==> src/rtl/nn_layer_sequencer_if.sv <==
// Frame-source / datapath handshake bundle for nn_layer_sequencer.
// FrameCnt exists only when NN_SEQ_FRAME_CNT_EN is defined.
interface nn_layer_sequencer_if #(
  parameter int ADDR_W = 7
);
  logic              Start;
  logic              WE;
  logic [ADDR_W-1:0] Address;
  logic              Phase;
  logic [2:0]        NeuronIdx;
  logic              CaptureHid;
  logic              CaptureOut;
  logic              Busy;
  logic              Done;
  logic              Abort;
  logic [2:0]        State;
`ifdef NN_SEQ_FRAME_CNT_EN
  logic [7:0]        FrameCnt;

  modport master (
    input  Start, WE,
    output Address, Phase, NeuronIdx, CaptureHid, CaptureOut,
           Busy, Done, Abort, State, FrameCnt
  );
  modport slave (
    output Start, WE,
    input  Address, Phase, NeuronIdx, CaptureHid, CaptureOut,
           Busy, Done, Abort, State, FrameCnt
  );
`else
  modport master (
    input  Start, WE,
    output Address, Phase, NeuronIdx, CaptureHid, CaptureOut,
           Busy, Done, Abort, State
  );
  modport slave (
    output Start, WE,
    input  Address, Phase, NeuronIdx, CaptureHid, CaptureOut,
           Busy, Done, Abort, State
  );
`endif
endinterface

==> src/rtl/nn_layer_sequencer.sv <==
// Frame controller: issues 5 hidden then 3 output neuron evaluations on a shared datapath.
// Optional frame counter output enabled by defining NN_SEQ_FRAME_CNT_EN.
module nn_layer_sequencer #(
  parameter int N_IN     = 10,
  parameter int N_HID    = 5,
  parameter int N_OUT    = 3,
  parameter int ADDR_W   = 7,
  parameter int HID_BASE = 0,
  parameter int OUT_BASE = 50,
  parameter int RD_LAT   = 1
) (
  input logic                  Clock,
  input logic                  Rst,
  nn_layer_sequencer_if.master seq_if
);

  typedef enum logic [2:0] {
    S_IDLE  = 3'd0,
    S_ISSUE = 3'd1,
    S_WAIT  = 3'd2,
    S_CAPT  = 3'd3,
    S_DONE  = 3'd4
  } state_t;

  localparam logic [2:0] LAST_HID = 3'(N_HID - 1);
  localparam logic [2:0] LAST_OUT = 3'(N_OUT - 1);
  localparam logic [2:0] LAT_LOAD = (RD_LAT == 0) ? 3'd0 : 3'(RD_LAT - 1);

  if ((OUT_BASE + N_OUT * N_HID) > (2 ** ADDR_W)) begin : g_bad_out_range
    $error("nn_layer_sequencer: output weights exceed the address space");
  end
  if ((HID_BASE + N_HID * N_IN) > OUT_BASE) begin : g_bad_hid_range
    $error("nn_layer_sequencer: hidden weights overlap the output weights");
  end

  function automatic logic [ADDR_W-1:0] addr_of(input logic ph, input logic [2:0] idx);
    logic [ADDR_W-1:0] ix;
    ix = ADDR_W'(idx);
    if (ph) return ADDR_W'(OUT_BASE) + ix * ADDR_W'(N_HID);
    return ADDR_W'(HID_BASE) + ix * ADDR_W'(N_IN);
  endfunction

  state_t            state_q, state_d;
  logic              phase_q, phase_d;
  logic [2:0]        idx_q, idx_d;
  logic [ADDR_W-1:0] addr_q, addr_d;
  logic [2:0]        cnt_q, cnt_d;
  logic              busy_q, busy_d;
  logic              cap_hid_q, cap_hid_d;
  logic              cap_out_q, cap_out_d;
  logic              done_q, done_d;
  logic              abort_q, abort_d;
  logic              running;

  assign running = (state_q == S_ISSUE) || (state_q == S_WAIT) || (state_q == S_CAPT);

  always_ff @(posedge Clock) begin
    if (Rst) begin
      state_q   <= S_IDLE;
      phase_q   <= 1'b0;
      idx_q     <= 3'd0;
      addr_q    <= '0;
      cnt_q     <= 3'd0;
      busy_q    <= 1'b0;
      cap_hid_q <= 1'b0;
      cap_out_q <= 1'b0;
      done_q    <= 1'b0;
      abort_q   <= 1'b0;
    end else begin
      state_q   <= state_d;
      phase_q   <= phase_d;
      idx_q     <= idx_d;
      addr_q    <= addr_d;
      cnt_q     <= cnt_d;
      busy_q    <= busy_d;
      cap_hid_q <= cap_hid_d;
      cap_out_q <= cap_out_d;
      done_q    <= done_d;
      abort_q   <= abort_d;
    end
  end

  // A weight load wins over every in-frame transition.
  always_comb begin
    state_d = state_q;
    case (state_q)
      S_IDLE:  if (seq_if.Start && !seq_if.WE) state_d = S_ISSUE;
      S_ISSUE: begin
        if (seq_if.WE)        state_d = S_IDLE;
        else if (RD_LAT == 0) state_d = S_CAPT;
        else                  state_d = S_WAIT;
      end
      S_WAIT: begin
        if (seq_if.WE)          state_d = S_IDLE;
        else if (cnt_q == 3'd0) state_d = S_CAPT;
      end
      S_CAPT: begin
        if (seq_if.WE)                         state_d = S_IDLE;
        else if (phase_q && idx_q == LAST_OUT) state_d = S_DONE;
        else                                   state_d = S_ISSUE;
      end
      S_DONE:  state_d = S_IDLE;
      default: state_d = S_IDLE;
    endcase
  end

  // Outputs are computed from the upcoming state so every strobe comes straight off a flop.
  always_comb begin
    phase_d   = phase_q;
    idx_d     = idx_q;
    addr_d    = addr_q;
    cnt_d     = cnt_q;
    busy_d    = (state_d == S_ISSUE) || (state_d == S_WAIT) || (state_d == S_CAPT);
    cap_hid_d = (state_d == S_CAPT) && !phase_q;
    cap_out_d = (state_d == S_CAPT) && phase_q;
    done_d    = (state_d == S_DONE);
    abort_d   = running && seq_if.WE;

    if (state_q == S_IDLE && state_d == S_ISSUE) begin
      phase_d = 1'b0;
      idx_d   = 3'd0;
      addr_d  = addr_of(1'b0, 3'd0);
    end else if (state_q == S_CAPT && state_d == S_ISSUE) begin
      if (!phase_q && idx_q == LAST_HID) begin
        phase_d = 1'b1;
        idx_d   = 3'd0;
      end else begin
        idx_d   = idx_q + 3'd1;
      end
      addr_d = addr_of(phase_d, idx_d);
    end

    if (state_q == S_ISSUE && state_d == S_WAIT)     cnt_d = LAT_LOAD;
    else if (state_q == S_WAIT && state_d == S_WAIT) cnt_d = cnt_q - 3'd1;
  end

  assign seq_if.Address    = addr_q;
  assign seq_if.Phase      = phase_q;
  assign seq_if.NeuronIdx  = idx_q;
  assign seq_if.CaptureHid = cap_hid_q;
  assign seq_if.CaptureOut = cap_out_q;
  assign seq_if.Busy       = busy_q;
  assign seq_if.Done       = done_q;
  assign seq_if.Abort      = abort_q;
  assign seq_if.State      = state_q;

`ifdef NN_SEQ_FRAME_CNT_EN
  logic [7:0] fcnt_q;

  always_ff @(posedge Clock) begin
    if (Rst)         fcnt_q <= 8'd0;
    else if (done_d) fcnt_q <= fcnt_q + 8'd1;
  end

  assign seq_if.FrameCnt = fcnt_q;
`endif

endmodule

==> src/flat_wrapper.sv <==
// flat-port wrapper written by rule: the top's interface ports become plain ports
module nn_layer_sequencer_flat 
#(
  parameter int N_IN     = 10,
  parameter int N_HID    = 5,
  parameter int N_OUT    = 3,
  parameter int ADDR_W   = 7,
  parameter int HID_BASE = 0,
  parameter int OUT_BASE = 50,
  parameter int RD_LAT   = 1
)
  (Clock, Rst, seq_if_Start, seq_if_WE, seq_if_Address, seq_if_Phase, seq_if_NeuronIdx, seq_if_CaptureHid, seq_if_CaptureOut, seq_if_Busy, seq_if_Done, seq_if_Abort, seq_if_State);
  nn_layer_sequencer_if #(.ADDR_W(ADDR_W)) seq_if_i ();
  input logic Clock;
  input logic Rst;
  input wire logic [$bits(seq_if_i.Start)-1:0] seq_if_Start;
  input wire logic [$bits(seq_if_i.WE)-1:0] seq_if_WE;
  output wire logic [$bits(seq_if_i.Address)-1:0] seq_if_Address;
  output wire logic [$bits(seq_if_i.Phase)-1:0] seq_if_Phase;
  output wire logic [$bits(seq_if_i.NeuronIdx)-1:0] seq_if_NeuronIdx;
  output wire logic [$bits(seq_if_i.CaptureHid)-1:0] seq_if_CaptureHid;
  output wire logic [$bits(seq_if_i.CaptureOut)-1:0] seq_if_CaptureOut;
  output wire logic [$bits(seq_if_i.Busy)-1:0] seq_if_Busy;
  output wire logic [$bits(seq_if_i.Done)-1:0] seq_if_Done;
  output wire logic [$bits(seq_if_i.Abort)-1:0] seq_if_Abort;
  output wire logic [$bits(seq_if_i.State)-1:0] seq_if_State;
  assign seq_if_i.Start = seq_if_Start;
  assign seq_if_i.WE = seq_if_WE;
  assign seq_if_Address = seq_if_i.Address;
  assign seq_if_Phase = seq_if_i.Phase;
  assign seq_if_NeuronIdx = seq_if_i.NeuronIdx;
  assign seq_if_CaptureHid = seq_if_i.CaptureHid;
  assign seq_if_CaptureOut = seq_if_i.CaptureOut;
  assign seq_if_Busy = seq_if_i.Busy;
  assign seq_if_Done = seq_if_i.Done;
  assign seq_if_Abort = seq_if_i.Abort;
  assign seq_if_State = seq_if_i.State;
  nn_layer_sequencer #(.N_IN(N_IN), .N_HID(N_HID), .N_OUT(N_OUT), .ADDR_W(ADDR_W), .HID_BASE(HID_BASE), .OUT_BASE(OUT_BASE), .RD_LAT(RD_LAT)) u_core (.Clock(Clock), .Rst(Rst), .seq_if(seq_if_i));
endmodule
==> config.mk <==
export PLATFORM = sky130hd
export DESIGN_NAME = nn_layer_sequencer_flat
export DESIGN_NICKNAME = d
export VERILOG_FILES = /design/src/rtl/nn_layer_sequencer_if.sv /design/src/rtl/nn_layer_sequencer.sv /design/src/flat_wrapper.sv
export SDC_FILE = /design/constraint.sdc
export NUM_CORES = 1
export LEC_CHECK = 0
export CAP_MARGIN = 20
export CORE_ASPECT_RATIO = 0.7
export CORE_UTILIZATION = 46
export CTS_CLUSTER_SIZE = 14
export DETAILED_ROUTE_END_ITERATION = 10
export PLACE_DENSITY = 0.76
export SYNTH_ARGS = -nofsm -noshare
export SYNTH_HDL_FRONTEND = slang
export SYNTH_SLANG_ARGS = --single-unit
==> constraint.sdc <==
create_clock -name Clock -period 2.2 [get_ports Clock]
set_input_delay 0.44 -clock Clock [delete_from_list [all_inputs] [get_ports Clock]]
set_output_delay 0.44 -clock Clock [all_outputs]
set_load 0.01 [all_outputs]
==> flow_metrics.tcl, run 1 <==
set metrics [dict create \
    yosys-top-cells-count "dfxtp_1, nor2_1, ha_1, mux2i_1, inv_1" \
    coreArea_um2 2530 \
    synth_edf_count 0 \
    yosysMostFrequentCell "dfxtp_1" \
    final_antenna_net_count 0 \
    p_leak_uw 0.000649 \
    rr_startpoint "u_core.seq_if.NeuronIdx[1]" \
    die_y_um 45.9 \
    end_kind "flip-flop" \
    post-route-min-period_ns 2.14 \
    drc_errors 0 \
    ir_worst_vdd_uv 459 \
    max_freq_ghz 0.467 \
    hold_depth 2 \
    skew_ns 0.00229 \
    period_share_pct 97.4 \
    vias 1064 \
    wl_per_cell_um 15.1 \
    grt_pass1_wl_um 4750 \
    synth_fp_nets 140 \
    powerDensity_nw_per_um2 384 \
    ys_types 39 \
    startpoint "u_core.seq_if.NeuronIdx[1]" \
    die-area_um2 2970 \
    r2r-end "u_core.seq_if.Address[6]" \
    drt_iter0_drc 26 \
    whs_ns 0.485 \
    status "finished clean" \
    r2r_slack_ns 0.06 \
    hold_violations 0 \
    yosysTopAreaCellShare_pct 34.7 \
    synth_area_leader_cell "dfxtp_1" \
    yosysWarnings 0 \
    drt_wl_total_um 2950 \
    antenna_found_initial 0 \
    numCtsBuffers 3 \
    drive_gt1_share_pct 28.6 \
    gp_congestion 0.775 \
    start_util_pct 50.0 \
    hpwl_um 2090 \
    die_width_um 64.7 \
    worstHoldEndpoint "u_core.seq_if.Address[0]" \
    min-delay-path-class "flip-flop to flip-flop" \
    tightest_slew_ns 0.462 \
    clock-sinks 22 \
    syn-instance-count 125 \
    avgSynthCellArea_um2 10.1 \
    postCtsHoldBufs 0 \
    worst-setup-path-type "flip-flop to flip-flop" \
    synth-main-ff-cell "dfxtp_1" \
    grt_start_max_net_pins 16 \
    tritoncts "done" \
    ios 23 \
    clk_path_buf_depth 2 \
    finalInstanceArea_um2 1780 \
    yosys-top-cells-area "dfxtp_1, ha_1, mux2i_1, nor2_1, buf_6" \
    synth_seq_cells 22 \
    fillCellCount 185 \
    crit_required_ns 2.38 \
    async_reset_ff_share_pct 0 \
    grt_usage_pct 21.8 \
    ctsHtreeMaxLevel 1 \
    area_delta_synth_final_pct 40.7 \
    nNetsFinal 178 \
    critPathMaxFanout 4 \
    clkTransAtPathRegs_ns 0.07 \
    final_util_pct 70.4 \
    antennaDiodeCount 0 \
    cp.arrival_ns 2.32 \
    port_buffers 22 \
    hold_start "u_core.seq_if.Address[0]" \
    clock_latency_ns 0.26 \
    vias_per_cell 5.46 \
    grt_pass1_vias 1024 \
    fp-row-count 15 \
    reg2regPathDepth 11 \
    clockRootBuffer "clkbuf_8" \
    place_area_um2 1630 \
    critPathLaunchType "flip-flop" \
    first_pass_iters 4 \
    gr-total-overflow 0 \
    setup_viol 0 \
    synthesis.area_um2 1270 \
    cap_viol_max_count 0 \
    slew_violations 0 \
    seq_area_frac_synth_pct 34.7 \
    relSlewSlack_pct 68.9 \
]
==> critical path: stages, from the launching register on <==
cell and delay (ns):
dfxtp_2 0.36, inv_2 0.09, ha_4 0.17, nand2b_4 0.08, a21oi_4 0.13, inv_2 0.07, ha_4 0.16, ha_4 0.27
ha_4 0.15, a2111oi_4 0.05, a211o_1 0.30, a311oi_2 0.23
==> layer usage <==
layer / track usage [%] / share of wire (%)
met3: 6.00 / 3.5
met5: 0 / 0
met1: 26.7 / 45
met2: 38.5 / 49
met4: 5.33 / 1.9
==> how the worst max path moves through the flow <==
stage / endpoint / slack, ns / cells past startpoint
6_report: u_core.seq_if.Address[6] / 0.06 / 11
5_1_grt: u_core.seq_if.Address[6] / -0.03 / 11
4_1_cts: u_core.seq_if.Address[6] / 0.01 / 9
3_5_place_dp: u_core.seq_if.Address[5] / -0.07 / 10
3_3_place_gp: u_core.seq_if.Address[5] / -0.04 / 10
2_1_floorplan: u_core.seq_if.Address[5] / -0.01 / 10
==> power by group <==
part | leakage, uW | internal (uW) | total [uW] | switching, uW
logic | 0.000449 | 19.7 | 38.8 | 19.2
clock network | 0.0000216 | 122 | 242 | 120
registers | 0.000179 | 400 | 404 | 4.47
total | 0.000649 | 541 | 685 | 144
==> layout by cell type, fill, tap and decap left out, drive strengths merged, types with 3 or more instances in the layout <==
cell type	count
clkdlybuf4s50	22
dfxtp	22
buf	18
nor2	14
ha	11
mux2i	8
inv	8
a21oi	7
a211oi	6
nor2b	6
nand2	3
o21ai	3
clkbuf	3
nand2b	3
nand3	3
==> flip-flops by register name (all words and copies together) (netlist names) <==
signal and cells:
u_core.seq_if.Done 1, u_core.seq_if.Address 7, u_core.seq_if.Abort 1, u_core.seq_if.CaptureHid 1, u_core.seq_if.Phase 1, u_core.seq_if.NeuronIdx 3, u_core.seq_if.CaptureOut 1, u_core.cnt_q 3
u_core.seq_if.Busy 1, u_core.seq_if.State 3
==> metrics by stage <==
step | TNS, ns | worst slack [ns] | power (uW) | instances
2_1_floorplan | -0.0135 | -0.0135 | 434 | 125
3_3_place_gp | -0.0367 | -0.0367 | 451 | 190
3_5_place_dp | -0.122 | -0.0742 | 452 | 190
4_1_cts | 0 | 0.0125 | 694 | 193
5_1_grt | -0.0654 | -0.0347 | 720 | 195
6_report | 0 | 0.0573 | 685 | 195
==> area by class of cell <==
cell class | instances | area (um^2) | area share [%]
timing repair buffer | 40 | 355 | 19.9
multi-input combinational | 88 | 868 | 48.7
sequential | 22 | 445 | 25.0
clock buffer | 3 | 41.3 | 2.32
tap | 34 | 42.5 | 2.39
inverter | 8 | 30.0 | 1.68
==> logic make-up (layout without fill, tap and decap cells) <==
group	Yosys count	count (layout)	share of synthesized area (%)
buf+inv	15	51	7.31
xor+xnor	2	2	1.38
flops	22	22	34.7
mux	8	8	6.32
compound gates	29	29	18.2
fa+ha+maj	11	11	10.9
simple gates	38	38	21.2
==> what timing repair did <==
| action | CTS | global route |
|---|---|---|
| endpoints found under the setup margin | 2 | 2 |
| pin swaps | 2 | 7 |
| buffers inserted | 0 | 2 |
| gates resized for setup | 9 | 5 |
(Power assumes the default switching activity.)
==> inputs of run 2 (changes only) <==
--- a/config.mk
+++ b/config.mk
@@ -6,7 +6,6 @@
 export NUM_CORES = 1
 export LEC_CHECK = 0
 export CAP_MARGIN = 20
-export CORE_ASPECT_RATIO = 0.7
 export CORE_UTILIZATION = 46
 export CTS_CLUSTER_SIZE = 14
 export DETAILED_ROUTE_END_ITERATION = 10
==> run 2 against run 1 <==
Net effect: routed wire length is 9.8% higher; critical path depth unchanged; global-route usage rose by 0.41 points; fmax down 2.1%; sequential share of layout area is 0.45 points lower; via count increased by 1.1%; combinational power increased by 5.2%; critical path type unchanged; critical endpoint is now u_core.seq_if.Address[5]; highest routed layer unchanged.
==> flow_metrics.tcl, run 2 (same netlist as run 1, synthesis figures left out) <==
set metrics [dict create \
    fp-row-count 18 \
    grt_usage_pct 22.2 \
    hold_start "u_core.seq_if.Address[4]" \
    die_width_um 54.5 \
    rr_startpoint "u_core.seq_if.NeuronIdx[0]" \
    path_cells "inv_4, ha_4, nand2b_4, a21oi_4, inv_2, ha_4, ha_4, ha_4, nand3_4, a32o_2, o31ai_2" \
    slew_violations 0 \
    critPathMaxFanout 4 \
    drive_gt1_share_pct 31.1 \
    clock_latency_ns 0.34 \
    tightest_slew_ns 0.415 \
    coreArea_um2 2540 \
    clkTransAtPathRegs_ns 0.13 \
    cp.arrival_ns 2.44 \
    setup_viol 0 \
    nNetsFinal 180 \
    ctsHtreeMaxLevel 1 \
    worst-setup-path-type "flip-flop to flip-flop" \
    grt_pass1_vias 974 \
    gp_congestion 0.810 \
    die_y_um 54.5 \
    rsz0062_at_grt "true" \
    period_share_pct 99.4 \
    largest_register_ffs 7 \
    tritoncts "done" \
    cp_top_family "adder cells" \
    gr-total-overflow 0 \
    grt_pass1_wl_um 4550 \
    postCtsHoldBufs 0 \
    reg2regPathDepth 11 \
    post-route-min-period_ns 2.19 \
    min-delay-path-class "flip-flop to flip-flop" \
    status "finished clean" \
    end_kind "flip-flop" \
    antennaDiodeCount 0 \
    antenna_found_initial 0 \
    worst-path-buf-inv 2 \
    totalPowerFinal_uw 769 \
    ios 23 \
    clock-sinks 22 \
    max_freq_ghz 0.457 \
    hpwl_um 1870 \
    whs_ns 0.493 \
    p_seq_share_pct 52.4 \
    final_antenna_net_count 0 \
    first_pass_iters 5 \
    ir_worst_vdd_uv 368 \
    hold_depth 2 \
    drc_errors 0 \
    relSlewSlack_pct 72.1 \
    clockPowerShare_pct 42.3 \
    powerDensity_nw_per_um2 421 \
    start_util_pct 49.8 \
    drt_iter0_drc 21 \
    worstHoldEndpoint "u_core.seq_if.Address[4]" \
    grt_start_max_net_pins 16 \
    drt_wl_total_um 3240 \
    vias 1076 \
    r2r-end "u_core.seq_if.Address[5]" \
    skew_ns 0.00732 \
    layout_commonest_cell "clkdlybuf4s50_1" \
    wl_per_cell_um 16.7 \
    crit_slowest_cell "dfxtp_4" \
    hold_violations 0 \
    pre_cts_ws_ns -0.189 \
    crit_required_ns 2.46 \
    setup_tns_ns 0 \
    area_delta_synth_final_pct 44.0 \
    cp_common_cell "ha_4" \
    vias_per_cell 5.55 \
    clockRootBuffer "clkbuf_4" \
    numCtsBuffers 3 \
    r2r_slack_ns 0.01 \
    pwr-share-comb_pct 5.3 \
    clk_path_buf_depth 2 \
    final_cell_mix "clkdlybuf4s50_1, buf_4, dfxtp_1" \
    cp_num_cells 11 \
    setup_slack_ns 0.0125 \
    internal_power_uw 605 \
    power.switching_uw 165 \
    die-area_um2 2970 \
    cap_viol_max_count 0 \
    port_buffers 22 \
    slowest_delay_ns 0.39 \
    critPathLaunchType "flip-flop" \
    p_sw_share_pct 21.4 \
    p_leak_uw 0.000675 \
]
-- run 2: cell count changes in the layout (fill, tap and decap cells not counted), moves of 2 or more --
cell / previous run / this run
inv_4: 0 / 2
clkbuf_8: 3 / 0
buf_4: 18 / 20
inv_2: 3 / 1
clkbuf_4: 0 / 3
-- run 2: cell type report --
cell class / count / area, um^2
clock buffers: 3 / 22.5
clock inverters: 1 / 30.0
fillers: 181 / 719
inverters: 8 / 35.0
multi-input cells: 88 / 882
flip-flops and latches: 22 / 448
well taps: 30 / 37.5
repair buffers: 42 / 370
-- run 2: worst reg2reg max path: stages, from the launching register on --
cell and delay [ns]:
dfxtp_4 0.39, inv_4 0.07, ha_4 0.16, nand2b_4 0.07, a21oi_4 0.16, inv_2 0.07
ha_4 0.16, ha_4 0.16, ha_4 0.29, nand3_4 0.06, a32o_2 0.28, o31ai_2 0.22
-- run 2: metal layers --
metal | up-vias | global-route usage (%) | routed length (um)
li1 | 522 | - | -
met1 | 508 | 27.2 | 1400
met2 | 35 | 36.0 | 1610
met3 | 11 | 3.61 | 100
met4 | 0 | 13.7 | 126
met5 | - | 0 | 0
-- run 2: metrics by stage --
step	util, %	std cells	area [um^2]
final	71.7	194	1830
after global routing	71.7	194	1830
after CTS	68.0	187	1730
after detailed placement	62.5	182	1590
after global placement	62.5	182	1590
after floorplan	-	125	1310
-- run 2: worst max-delay path by stage --
stage | startpoint | end | slack (ns)
detailed placement | u_core.seq_if.NeuronIdx[0] | u_core.seq_if.Address[5] | -0.19
global route | u_core.seq_if.NeuronIdx[1] | u_core.seq_if.Address[5] | -0.03
floorplan | u_core.seq_if.NeuronIdx[0] | u_core.seq_if.Address[5] | -0.01
CTS | u_core.seq_if.NeuronIdx[0] | u_core.seq_if.Address[5] | 0.01
finish | u_core.seq_if.NeuronIdx[0] | u_core.seq_if.Address[5] | 0.01
global placement | u_core.seq_if.NeuronIdx[0] | u_core.seq_if.Address[6] | -0.002
-- run 2: repair_timing --
action	CTS	global route
buffers inserted	1	7
endpoints found under the setup margin	2	2
pin swaps	3	6
gates cloned	0	0
gates resized for setup	12	8
-- run 2: power by group through the flow --
stage               clock [uW]  combinational (uW)  sequential, uW
floorplan                    0                21.3             413
global placement             0                38.6             414
detailed placement           0                38.9             414
CTS                        326                39.6             404
global route               343                44.2             404
finish                     325                40.8             403
